[config.mk]
export PLATFORM = sky130hd
export DESIGN_NAME = deg_to_rad_seq
export DESIGN_NICKNAME = d
export VERILOG_FILES = /design/src/rtl/angle_pkg.sv /design/src/rtl/q28_to_q14_round_sat.sv /design/src/rtl/deg_to_rad_seq.sv
export SDC_FILE = /design/constraint.sdc
export NUM_CORES = 1
export LEC_CHECK = 0
export BUFFER_PORTS_ARGS = -buffer_cell sky130_fd_sc_hd__buf_2
export CORE_ASPECT_RATIO = 1.2
export CORE_UTILIZATION = 35
export CTS_BUF_LIST = sky130_fd_sc_hd__clkbuf_8
export CTS_CLUSTER_SIZE = 25
export DETAILED_ROUTE_END_ITERATION = 8
export GPL_ROUTABILITY_DRIVEN = 1
export GPL_TIMING_DRIVEN = 1
export PLACE_DENSITY = 0.55
export SYNTH_ARGS = -nofsm -noshare
export SYNTH_HDL_FRONTEND = slang
export SYNTH_SLANG_ARGS = --single-unit
[constraint.sdc]
create_clock -name clk -period 8 [get_ports clk]
set_input_delay 1.2 -clock clk [delete_from_list [all_inputs] [get_ports clk]]
set_output_delay 1.2 -clock clk [all_outputs]
set_load 0.05 [all_outputs]
[src/rtl/angle_pkg.sv]
// Shared angle constants and the degree-to-radian converter state type.
// Used by the deg/rad conversion paths.
package angle_pkg;

  localparam int DEG_PER_TURN  = 360;
  localparam int DEG_HALF_TURN = 180;

  localparam logic signed [31:0] PI_OVER_180_Q28 = 32'sd4685083;

  localparam logic signed [15:0] Q14_MAX   = 16'sh7FFF;
  localparam logic signed [15:0] Q14_MIN   = 16'sh8000;
  localparam int                 Q14_ROUND = 8192;

  typedef enum logic [2:0] {
    IDLE,
    REDUCE,
    FOLD,
    MULT,
    HOLD
  } d2r_state_t;

endpackage

[src/rtl/q28_to_q14_round_sat.sv]
// Combinational round-half-up and saturation of a Q28-scaled product
// down to signed Q1.14, with a flag when the result was clipped.
module q28_to_q14_round_sat
  import angle_pkg::*;
(
  input  logic signed [31:0] product_i,
  output logic signed [15:0] rad_q14_o,
  output logic               sat_o
);

  logic signed [32:0] sum;
  logic signed [32:0] shifted;

  // One guard bit keeps the rounding add from wrapping near the 32-bit limit.
  assign sum     = $signed({product_i[31], product_i}) + 33'(Q14_ROUND);
  assign shifted = sum >>> 14;

  always_comb begin
    rad_q14_o = shifted[15:0];
    sat_o     = 1'b0;
    if (shifted > 33'(Q14_MAX)) begin
      rad_q14_o = Q14_MAX;
      sat_o     = 1'b1;
    end else if (shifted < 33'(Q14_MIN)) begin
      rad_q14_o = Q14_MIN;
      sat_o     = 1'b1;
    end
  end

endmodule

[src/rtl/deg_to_rad_seq.sv]
// Sequential integer-degree to Q1.14 radian converter: iterative modulo-360
// reduction, fold to [-180, 180), multiply by pi/180, round and saturate.
module deg_to_rad_seq
  import angle_pkg::*;
#(
  parameter int DEG_W     = 16,
  parameter int RED_STEPS = 7
) (
  input  logic                    clk,
  input  logic                    rst_n,
  input  logic                    in_valid,
  output logic                    in_ready,
  input  logic signed [DEG_W-1:0] in_deg,
  output logic                    out_valid,
  input  logic                    out_ready,
  output logic signed [15:0]      out_rad_q14,
  output logic                    out_sat,
  output logic                    busy
);

  localparam int K_W = (RED_STEPS > 1) ? $clog2(RED_STEPS) : 1;
  localparam logic [K_W-1:0] K_INIT = K_W'(RED_STEPS - 1);

  d2r_state_t          state_q, state_d;
  logic                s_q, s_d;
  logic [DEG_W:0]      m_q, m_d;
  logic [K_W-1:0]      k_q, k_d;
  logic signed [9:0]   r_q, r_d;
  logic                valid_q, valid_d;
  logic signed [15:0]  rad_q, rad_d;
  logic                sat_q, sat_d;

  logic [DEG_W:0]      absIn;
  logic [31:0]         mExt;
  logic [31:0]         step;
  logic signed [10:0]  mSmall;
  logic signed [10:0]  rFold;
  logic signed [31:0]  rExt;
  logic signed [31:0]  product;
  logic signed [15:0]  roundRad;
  logic                roundSat;

  // Magnitude carries one extra bit so the most negative input stays positive.
  assign absIn = in_deg[DEG_W-1] ? ({1'b0, ~in_deg} + 1'b1) : {1'b0, in_deg};
  assign mExt  = {{(31-DEG_W){1'b0}}, m_q};
  assign step  = 32'(DEG_PER_TURN) << k_q;

  assign mSmall = $signed({2'b00, m_q[8:0]});

  always_comb begin
    rFold = s_q ? -mSmall : mSmall;
    if (rFold >= 11'(DEG_HALF_TURN)) begin
      rFold = rFold - 11'(DEG_PER_TURN);
    end else if (rFold < -11'(DEG_HALF_TURN)) begin
      rFold = rFold + 11'(DEG_PER_TURN);
    end
  end

  assign rExt    = {{22{r_q[9]}}, r_q};
  assign product = rExt * PI_OVER_180_Q28;

  q28_to_q14_round_sat u_round_sat (
    .product_i (product),
    .rad_q14_o (roundRad),
    .sat_o     (roundSat)
  );

  always_comb begin
    state_d = state_q;
    s_d     = s_q;
    m_d     = m_q;
    k_d     = k_q;
    r_d     = r_q;
    valid_d = valid_q;
    rad_d   = rad_q;
    sat_d   = sat_q;
    case (state_q)
      IDLE: begin
        if (in_valid) begin
          s_d     = in_deg[DEG_W-1];
          m_d     = absIn;
          k_d     = K_INIT;
          state_d = REDUCE;
        end
      end
      REDUCE: begin
        if (mExt >= step) begin
          m_d = m_q - step[DEG_W:0];
        end
        if (k_q == '0) begin
          state_d = FOLD;
        end else begin
          k_d = k_q - K_W'(1);
        end
      end
      FOLD: begin
        r_d     = rFold[9:0];
        state_d = MULT;
      end
      MULT: begin
        rad_d   = roundRad;
        sat_d   = roundSat;
        valid_d = 1'b1;
        state_d = HOLD;
      end
      HOLD: begin
        if (out_ready) begin
          valid_d = 1'b0;
          state_d = IDLE;
        end
      end
      default: state_d = IDLE;
    endcase
  end

  always_ff @(posedge clk or negedge rst_n) begin
    if (!rst_n) begin
      state_q <= IDLE;
      s_q     <= 1'b0;
      m_q     <= '0;
      k_q     <= '0;
      r_q     <= '0;
      valid_q <= 1'b0;
      rad_q   <= '0;
      sat_q   <= 1'b0;
    end else begin
      state_q <= state_d;
      s_q     <= s_d;
      m_q     <= m_d;
      k_q     <= k_d;
      r_q     <= r_d;
      valid_q <= valid_d;
      rad_q   <= rad_d;
      sat_q   <= sat_d;
    end
  end

  assign in_ready    = (state_q == IDLE);
  assign busy        = (state_q != IDLE);
  assign out_valid   = valid_q;
  assign out_rad_q14 = rad_q;
  assign out_sat     = sat_q;

endmodule

==> results_tabular.tex, run 1 <==
\begin{tabular}{lr}
\hline
Metric & Value \\
\hline
\multicolumn{2}{l}{\textbf{Global route}} \\
Total global routing track utilization & 0.164 \\
Antenna violations before repair & 0 \\
Via count of the first global-routing pass & 6380 \\
First-pass GRT wire length & 31500 um \\
Remaining global-route overflow & 0 \\
Pin count of the biggest net entering global routing & 53 \\
\multicolumn{2}{l}{\textbf{Clocking}} \\
TritonCTS Sinks & 52 \\
Number of buffers created by CTS & 5 \\
Number of buffers on the longest clock path & 2 \\
Setup repair bufs after CTS & 0 \\
Clock tree from TritonCTS & built \\
Root Driver & sky130\_fd\_sc\_hd\_\_clkbuf\_8 \\
Post-cts repair resize count & 0 \\
Quantity of hold-fixing buffers added after cts & 0 \\
Clk Latency, worst-skew pair & 320 ps \\
Number of levels in the clock H-tree & 2 \\
CTS clock-pin slew for the worst setup and hold paths & 100 ps \\
\multicolumn{2}{l}{\textbf{Yosys}} \\
Basic-gate share of the synthesized area counting and, or, nand and nor cells & 0.143 \\
Main combinational cell family by area after synthesis & adder cells \\
Synth top area share & 0.201 \\
Mapped Nets & 1140 \\
Cell area after synthesis & 8160 um2 \\
Adder-cell share of the synthesized area & 0.358 \\
Mux contribution to synthesized area & 0.00935 \\
Share of the yosys chip area belonging to registers & 0.159 \\
Number of different library cells in the post-synthesis netlist & 82 \\
Top area cells in the synthesized netlist & sky130\_fd\_sc\_hd\_\_ha\_1, sky130\_fd\_sc\_hd\_\_dfrtp\_1, sky130\_fd\_sc\_hd\_\_fa\_1, sky130\_fd\_sc\_hd\_\_inv\_1, sky130\_fd\_sc\_hd\_\_xnor2\_1 \\
Cell count after synthesis & 925 \\
Yosys synthesis warning count & 0 \\
Synth cell count leaders & sky130\_fd\_sc\_hd\_\_inv\_1, sky130\_fd\_sc\_hd\_\_ha\_1, sky130\_fd\_sc\_hd\_\_nand2\_1 \\
Async set or reset register ratio after synthesis & 1.00 \\
Top flip-flop cell by instance count after synthesis & sky130\_fd\_sc\_hd\_\_dfrtp\_1 \\
Synthesized-area fraction occupied by ao, oa, aoi and oai cells & 0.175 \\
Cell type with the highest aggregate area in the netlist & sky130\_fd\_sc\_hd\_\_ha\_1 \\
Flip-flop and latch count after synthesis & 52 \\
Average size of a mapped cell & 8.82 um2 \\
Post-synthesis share of cell area spent on xor and xnor gates & 0.0728 \\
EDFF count, synth & 0 \\
Cell with the most instances after synthesis & sky130\_fd\_sc\_hd\_\_inv\_1 \\
\multicolumn{2}{l}{\textbf{Setup path}} \\
Critical path start-end classification & flip-flop to flip-flop \\
Reg2reg end & out\_rad\_q14[5] \\
Endpoint class of the critical path & flip-flop \\
Launching instance or port of the critical path & r\_q[4] \\
Arrival time worst endpoint & 7010 ps \\
Register-to-register setup slack & 1160 ps \\
Most common cell on crit path & sky130\_fd\_sc\_hd\_\_fa\_1 \\
CP peak stage delay & 660 ps \\
Cell with the largest stage delay on the worst path & sky130\_fd\_sc\_hd\_\_fa\_1 \\
Crit path max fanout & 15 \\
Worst R2R Path Depth & 21 \\
Element type at the critical path start & flip-flop \\
Critical Path, Cell by Cell & fa\_1, inv\_1, fa\_1, inv\_1, fa\_1, inv\_1, fa\_1, inv\_1, fa\_1, ha\_1, a21oi\_1, nand2\_1, a221oi\_1, a21oi\_1, xnor2\_1, nor4\_4, nand2\_2, nor3\_2, mux2\_4, a31oi\_4, o211ai\_1 \\
Data required time at the worst endpoint & 8170 ps \\
Startpoint of the worst-slack reg-to-reg timing path & r\_q[4] \\
\multicolumn{2}{l}{\textbf{Detailed routing}} \\
Via count & 6299 \\
Router iterations before antenna repair & 4 \\
Detailed router's first-iteration violation count & 249 \\
Per-cell via count in the routed design & 5.02 \\
Final wirelength & 18900 um \\
Post-DRT Antenna Nets & 0 \\
Post-DR wirelength/cell & 15.0 um \\
Number of DRC violations after detailed routing & 0 \\
\multicolumn{2}{l}{\textbf{STA}} \\
Slew at the pin closest to its max-slew limit & 1050 ps \\
Post-layout minimum cycle time & 6840 ps \\
Largest clock skew in the final design & 12.8 ps \\
Setup violations, final & 0 \\
Sum of negative setup slack & 0 ps \\
Final number of hold-violating endpoints & 0 \\
RSZ-0062 raised after global routing & false \\
Period utilisation layout & 0.854 \\
Final Slew Violations & 0 \\
Max-Slew Margin vs Limit & 0.299 \\
Highest achievable clock rate & 0.146 GHz \\
\multicolumn{2}{l}{\textbf{Cells and area}} \\
Antenna diodes & 0 \\
Area growth from synthesis to layout & 7.41\% \\
Net total in the final layout & 1161 \\
Share of post-route cells with drive strength above 1 & 0.0983 \\
\multicolumn{2}{l}{\textbf{Hold path}} \\
Worst hold path cell count & 2 \\
Hold path start & out\_rad\_q14[14] \\
Hold path endpoint & out\_rad\_q14[14] \\
Type of the most critical hold path & flip-flop to flip-flop \\
\multicolumn{2}{l}{\textbf{Placement}} \\
Placed wire-length estimate after detailed placement & 15900 um \\
IO buf count & 39 \\
Final weighted congestion in routability-driven placement & 0.872 \\
\multicolumn{2}{l}{\textbf{Die}} \\
Number of placement rows & 60 \\
Floorplan die height & 169 um \\
Die width & 141 um \\
Total Die Area & 23900 um2 \\
Floorplan Core Area & 22700 um2 \\
Initial cell density of the core & 0.360 \\
Number of ports placed on the die boundary & 40 \\
\multicolumn{2}{l}{\textbf{Job}} \\
Number of maximum-capacitance violations & 0 \\
\multicolumn{2}{l}{\textbf{Status}} \\
Outcome & finished clean \\
\hline
\end{tabular}
==> metrics by stage <==
step / setup slack, ps / cell area, um2 / utilization / std cells / hold slack [ps]
floorplan: 1930 / 8160 / - / 925 / 449
global placement: 1140 / 8640 / 0.381 / 1249 / 463
detailed placement: 1170 / 8640 / 0.381 / 1249 / 473
CTS: 1150 / 8760 / 0.387 / 1256 / 498
global route: 721 / 8760 / 0.387 / 1256 / 523
finish: 1160 / 8760 / 0.387 / 1256 / 499
==> critical path: cells and delay by family, from the launching register on <==
kind	cells	cell delay (ps)
XOR/XNOR	1	230
multiplexers	1	360
flip-flops	1	520
buffers and inverters	4	280
AND/OR/NAND/NOR	4	780
adder cells (fa/ha/maj)	6	3080
AO/OA/AOI/OAI	5	1450
==> sequential cells by signal, indices dropped and copies added, names as in the netlist <==
name / count
k_q: 3
state_q: 3
s_q: 1
out_valid: 1
out_rad_q14: 16
r_q: 10
m_q: 17
out_sat: 1
==> metal layers <==
| metal | track usage | wire, um |
|---|---|---|
| met4 | 0.0397 | 299 |
| met2 | 0.308 | 9920 |
| met3 | 0.0102 | 339 |
| met5 | 0 | 0 |
| met1 | 0.204 | 8330 |
==> cell usage in the layout, fill, tap and decap left out, types with 8 or more instances in the layout <==
cell type	synthesis	routed
sky130_fd_sc_hd__o211ai_2	11	11
sky130_fd_sc_hd__xor2_1	25	25
sky130_fd_sc_hd__xnor2_1	41	41
sky130_fd_sc_hd__o21a_1	9	9
sky130_fd_sc_hd__o21ai_1	13	13
sky130_fd_sc_hd__dfrtp_1	52	52
sky130_fd_sc_hd__nand3_1	11	11
sky130_fd_sc_hd__nand2_1	91	91
sky130_fd_sc_hd__inv_1	144	144
sky130_fd_sc_hd__a21oi_1	41	41
sky130_fd_sc_hd__a21o_1	9	9
sky130_fd_sc_hd__buf_2	10	39
sky130_fd_sc_hd__nand2b_1	12	12
sky130_fd_sc_hd__ha_1	131	131
sky130_fd_sc_hd__nand4_1	11	11
sky130_fd_sc_hd__or3_1	8	8
sky130_fd_sc_hd__nor2_1	42	42
sky130_fd_sc_hd__fa_1	64	64
sky130_fd_sc_hd__nor3_1	17	17
sky130_fd_sc_hd__o21ai_0	44	44
==> logic make-up after synthesis <==
kind of cell	after synthesis
multiplexers	7
flip-flops	52
XOR/XNOR	67
AO/OA/AOI/OAI	196
AND/OR/NAND/NOR	236
buffers and inverters	172
adder cells (fa/ha/maj)	195
==> worst max path at each step <==
stage / end / slack, ps / depth (start not counted)
4_1_cts: out_rad_q14[5] / 1150 / 21
5_1_grt: out_rad_q14[5] / 720 / 22
2_1_floorplan: out_rad_q14[5] / 1930 / 23
6_report: out_rad_q14[5] / 1160 / 21
3_5_place_dp: out_rad_q14[5] / 1170 / 21
3_3_place_gp: out_rad_q14[4] / 1140 / 21
==> layout make-up <==
type	instances	area [um2]
clock buffer	5	68.8
clock inverter	2	60.1
fill	2388	13900
inverter	145	544
multi-input combinational	701	6190
sequential	52	1300
tap	310	388
timing repair buffer	41	210
Power of run 1 is not shown: default switching activity piles up to over one toggle a cycle in this logic, so the estimate is an artifact.
==> run 2: changes to the inputs <==
- RECOVER_POWER: default -> 50
==> run 2 against run 1 <==
The run now ends with max-capacitance violations, max-slew violations left. Register-to-register slack about the same. Maximum frequency about the same. Sequential share of layout area about the same. Critical path depth unchanged. Non-clock buffer count unchanged. First-iteration DRC count unchanged. Hold slack about the same.
==> results_tabular.tex, run 2 (synthesis results as in run 1) <==
\begin{tabular}{lr}
\hline
Metric & Value \\
\hline
\multicolumn{2}{l}{\textbf{Status}} \\
Outcome & complete, but fails checks (was finished clean) \\
Violated checks & max-capacitance violations, max-slew violations \\
\multicolumn{2}{l}{\textbf{Placement}} \\
IO buf count & 39 (unchanged) \\
Total instance count after detailed placement & 1249 (unchanged) \\
Placed wire-length estimate after detailed placement & 15900 um (unchanged) \\
Final weighted congestion in routability-driven placement & 0.872 (unchanged) \\
\multicolumn{2}{l}{\textbf{Die}} \\
Total Die Area & 23900 um2 (unchanged) \\
Initial cell density of the core & 0.360 (unchanged) \\
Number of placement rows & 60 (unchanged) \\
Die width & 141 um (unchanged) \\
Floorplan Core Area & 22700 um2 (unchanged) \\
Floorplan die height & 169 um (unchanged) \\
Number of ports placed on the die boundary & 40 (unchanged) \\
\multicolumn{2}{l}{\textbf{Cells and area}} \\
Most used cells in the layout excluding fill and tap cells & sky130\_fd\_sc\_hd\_\_inv\_1, sky130\_fd\_sc\_hd\_\_ha\_1, sky130\_fd\_sc\_hd\_\_nand2\_1 (unchanged) \\
Register Area & 1300 um2 (unchanged) \\
Final std cells w/o fill & 1256 (unchanged) \\
Share of post-route cells with drive strength above 1 & 0.0941 (was 0.0983) \\
Largest reg by FF count & m\_q (unchanged) \\
Number of fill cells in the layout & 2389 (was 2388) \\
Area growth from synthesis to layout & 7.33\% (was 7.41\%) \\
Number of flip-flops in the largest register & 17 (unchanged) \\
Net total in the final layout & 1161 (unchanged) \\
Commonest non-fill, non-tap cell in the layout & sky130\_fd\_sc\_hd\_\_inv\_1 (unchanged) \\
Multi-input combinational cell area & 6190 um2 (unchanged) \\
Antenna diodes & 0 (unchanged) \\
\multicolumn{2}{l}{\textbf{Global route}} \\
Remaining global-route overflow & 0 (unchanged) \\
Pin count of the biggest net entering global routing & 53 (unchanged) \\
Via count of the first global-routing pass & 6380 (unchanged) \\
Total global routing track utilization & 0.164 (unchanged) \\
Antenna violations before repair & 0 (unchanged) \\
First-pass GRT wire length & 31500 um (unchanged) \\
\multicolumn{2}{l}{\textbf{Clocking}} \\
TritonCTS Sinks & 52 (unchanged) \\
Number of levels in the clock H-tree & 2 (unchanged) \\
CTS clock-pin slew for the worst setup and hold paths & 100 ps (about the same) \\
Setup repair bufs after CTS & 0 (unchanged) \\
Root Driver & sky130\_fd\_sc\_hd\_\_clkbuf\_8 (unchanged) \\
Number of buffers on the longest clock path & 2 (unchanged) \\
Clk Latency, worst-skew pair & 320 ps (about the same) \\
Post-cts repair resize count & 0 (unchanged) \\
Number of buffers created by CTS & 5 (unchanged) \\
Clock tree from TritonCTS & built (unchanged) \\
Quantity of hold-fixing buffers added after cts & 0 (unchanged) \\
\multicolumn{2}{l}{\textbf{Detailed routing}} \\
Number of DRC violations after detailed routing & 0 (unchanged) \\
Post-DR wirelength/cell & 15.0 um (about the same) \\
Router iterations before antenna repair & 4 (unchanged) \\
Post-DRT Antenna Nets & 0 (unchanged) \\
Via count & 6301 (was 6299) \\
Detailed router's first-iteration violation count & 249 (unchanged) \\
Final wirelength & 18900 um (about the same) \\
Per-cell via count in the routed design & 5.02 (about the same) \\
\multicolumn{2}{l}{\textbf{STA}} \\
Final number of hold-violating endpoints & 0 (unchanged) \\
Slew at the pin closest to its max-slew limit & 2960 ps (was 1050 ps) \\
Final Slew Violations & 53 (was 0) \\
RSZ-0062 raised after global routing & false (unchanged) \\
Period utilisation layout & 0.855 (was 0.854) \\
Max-Slew Margin vs Limit & -0.970 (was 0.299) \\
Post-layout minimum cycle time & 6840 ps (about the same) \\
Sum of negative setup slack & 0 ps (unchanged) \\
Largest clock skew in the final design & 12.8 ps (about the same) \\
Highest achievable clock rate & 0.146 GHz (about the same) \\
Setup violations, final & 0 (unchanged) \\
\multicolumn{2}{l}{\textbf{Setup path}} \\
CP peak stage delay & 660 ps (about the same) \\
Element type at the critical path start & flip-flop (unchanged) \\
Cell with the largest stage delay on the worst path & sky130\_fd\_sc\_hd\_\_fa\_1 (unchanged) \\
Arrival time worst endpoint & 7010 ps (about the same) \\
Critical Path, Cell by Cell & fa\_1, inv\_1, fa\_1, inv\_1, fa\_1, inv\_1, fa\_1, inv\_1, fa\_1, ha\_1, a21oi\_1, nand2\_1, a221oi\_1, a21oi\_1, xnor2\_1, nor4\_4, nand2\_2, nor3\_2, mux2\_4, a31oi\_4, o211ai\_1 (unchanged) \\
Critical path start-end classification & flip-flop to flip-flop (unchanged) \\
Crit path max fanout & 15 (unchanged) \\
Most common cell on crit path & sky130\_fd\_sc\_hd\_\_fa\_1 (unchanged) \\
Endpoint class of the critical path & flip-flop (unchanged) \\
Data required time at the worst endpoint & 8170 ps (about the same) \\
\multicolumn{2}{l}{\textbf{Job}} \\
Number of maximum-capacitance violations & 1 (was 0) \\
\multicolumn{2}{l}{\textbf{Hold path}} \\
Type of the most critical hold path & flip-flop to flip-flop (unchanged) \\
\hline
\end{tabular}
run 2: stage by stage:
stage	area, um2	setup WS (ps)	util	hold slack, ps
final	8760	1160	0.386	499
after global routing	8760	721	0.386	523
after CTS	8760	1150	0.387	498
after detailed placement	8640	1170	0.381	473
after global placement	8640	1140	0.381	463
after floorplan	8160	1930	-	449
run 2: layout make-up:
class | instances | area share
Multi-Input combinational cell | 701 | 0.707
Tap cell | 310 | 0.0443
Timing Repair Buffer | 41 | 0.0233
Clock inverter | 2 | 0.00686
Inverter | 145 | 0.0621
Clock buffer | 5 | 0.00786
Sequential cell | 52 | 0.149
run 2: critical path: cells and delay by family, from the launching register on:
family,cells,cell delay [ps]
buffers and inverters,4,280
xor gates and xnor gates,1,230
AOI/OAI and AO/OA,5,1450
adders and majority gates,6,3080
muxes,1,360
and+or+nand+nor,4,780
DFF,1,520
run 2: metal layers:
layer	share of wire	track usage	vias up
met3	0.018	0.0102	13
li1	-	-	3188
met2	0.52	0.308	72
met1	0.44	0.204	3028
met5	0	0	-
met4	0.016	0.0397	0
run 2: path summary, 6_finish.rpt:
kind	slack [ps]	end	start	cells past startpoint
setup / recovery	1160	out_rad_q14[5]	r_q[4]	21
setup reg to reg	1160	out_rad_q14[5]	r_q[4]	21
hold / removal	500	out_rad_q14[14]	out_rad_q14[14]	2
max in group asynchronous	4400	r_q[1]	rst_n	2
min in group asynchronous	1930	m_q[12]	rst_n	2
hold reg to reg	500	out_rad_q14[14]	out_rad_q14[14]	2
Power of run 2 is left out for the same reason.
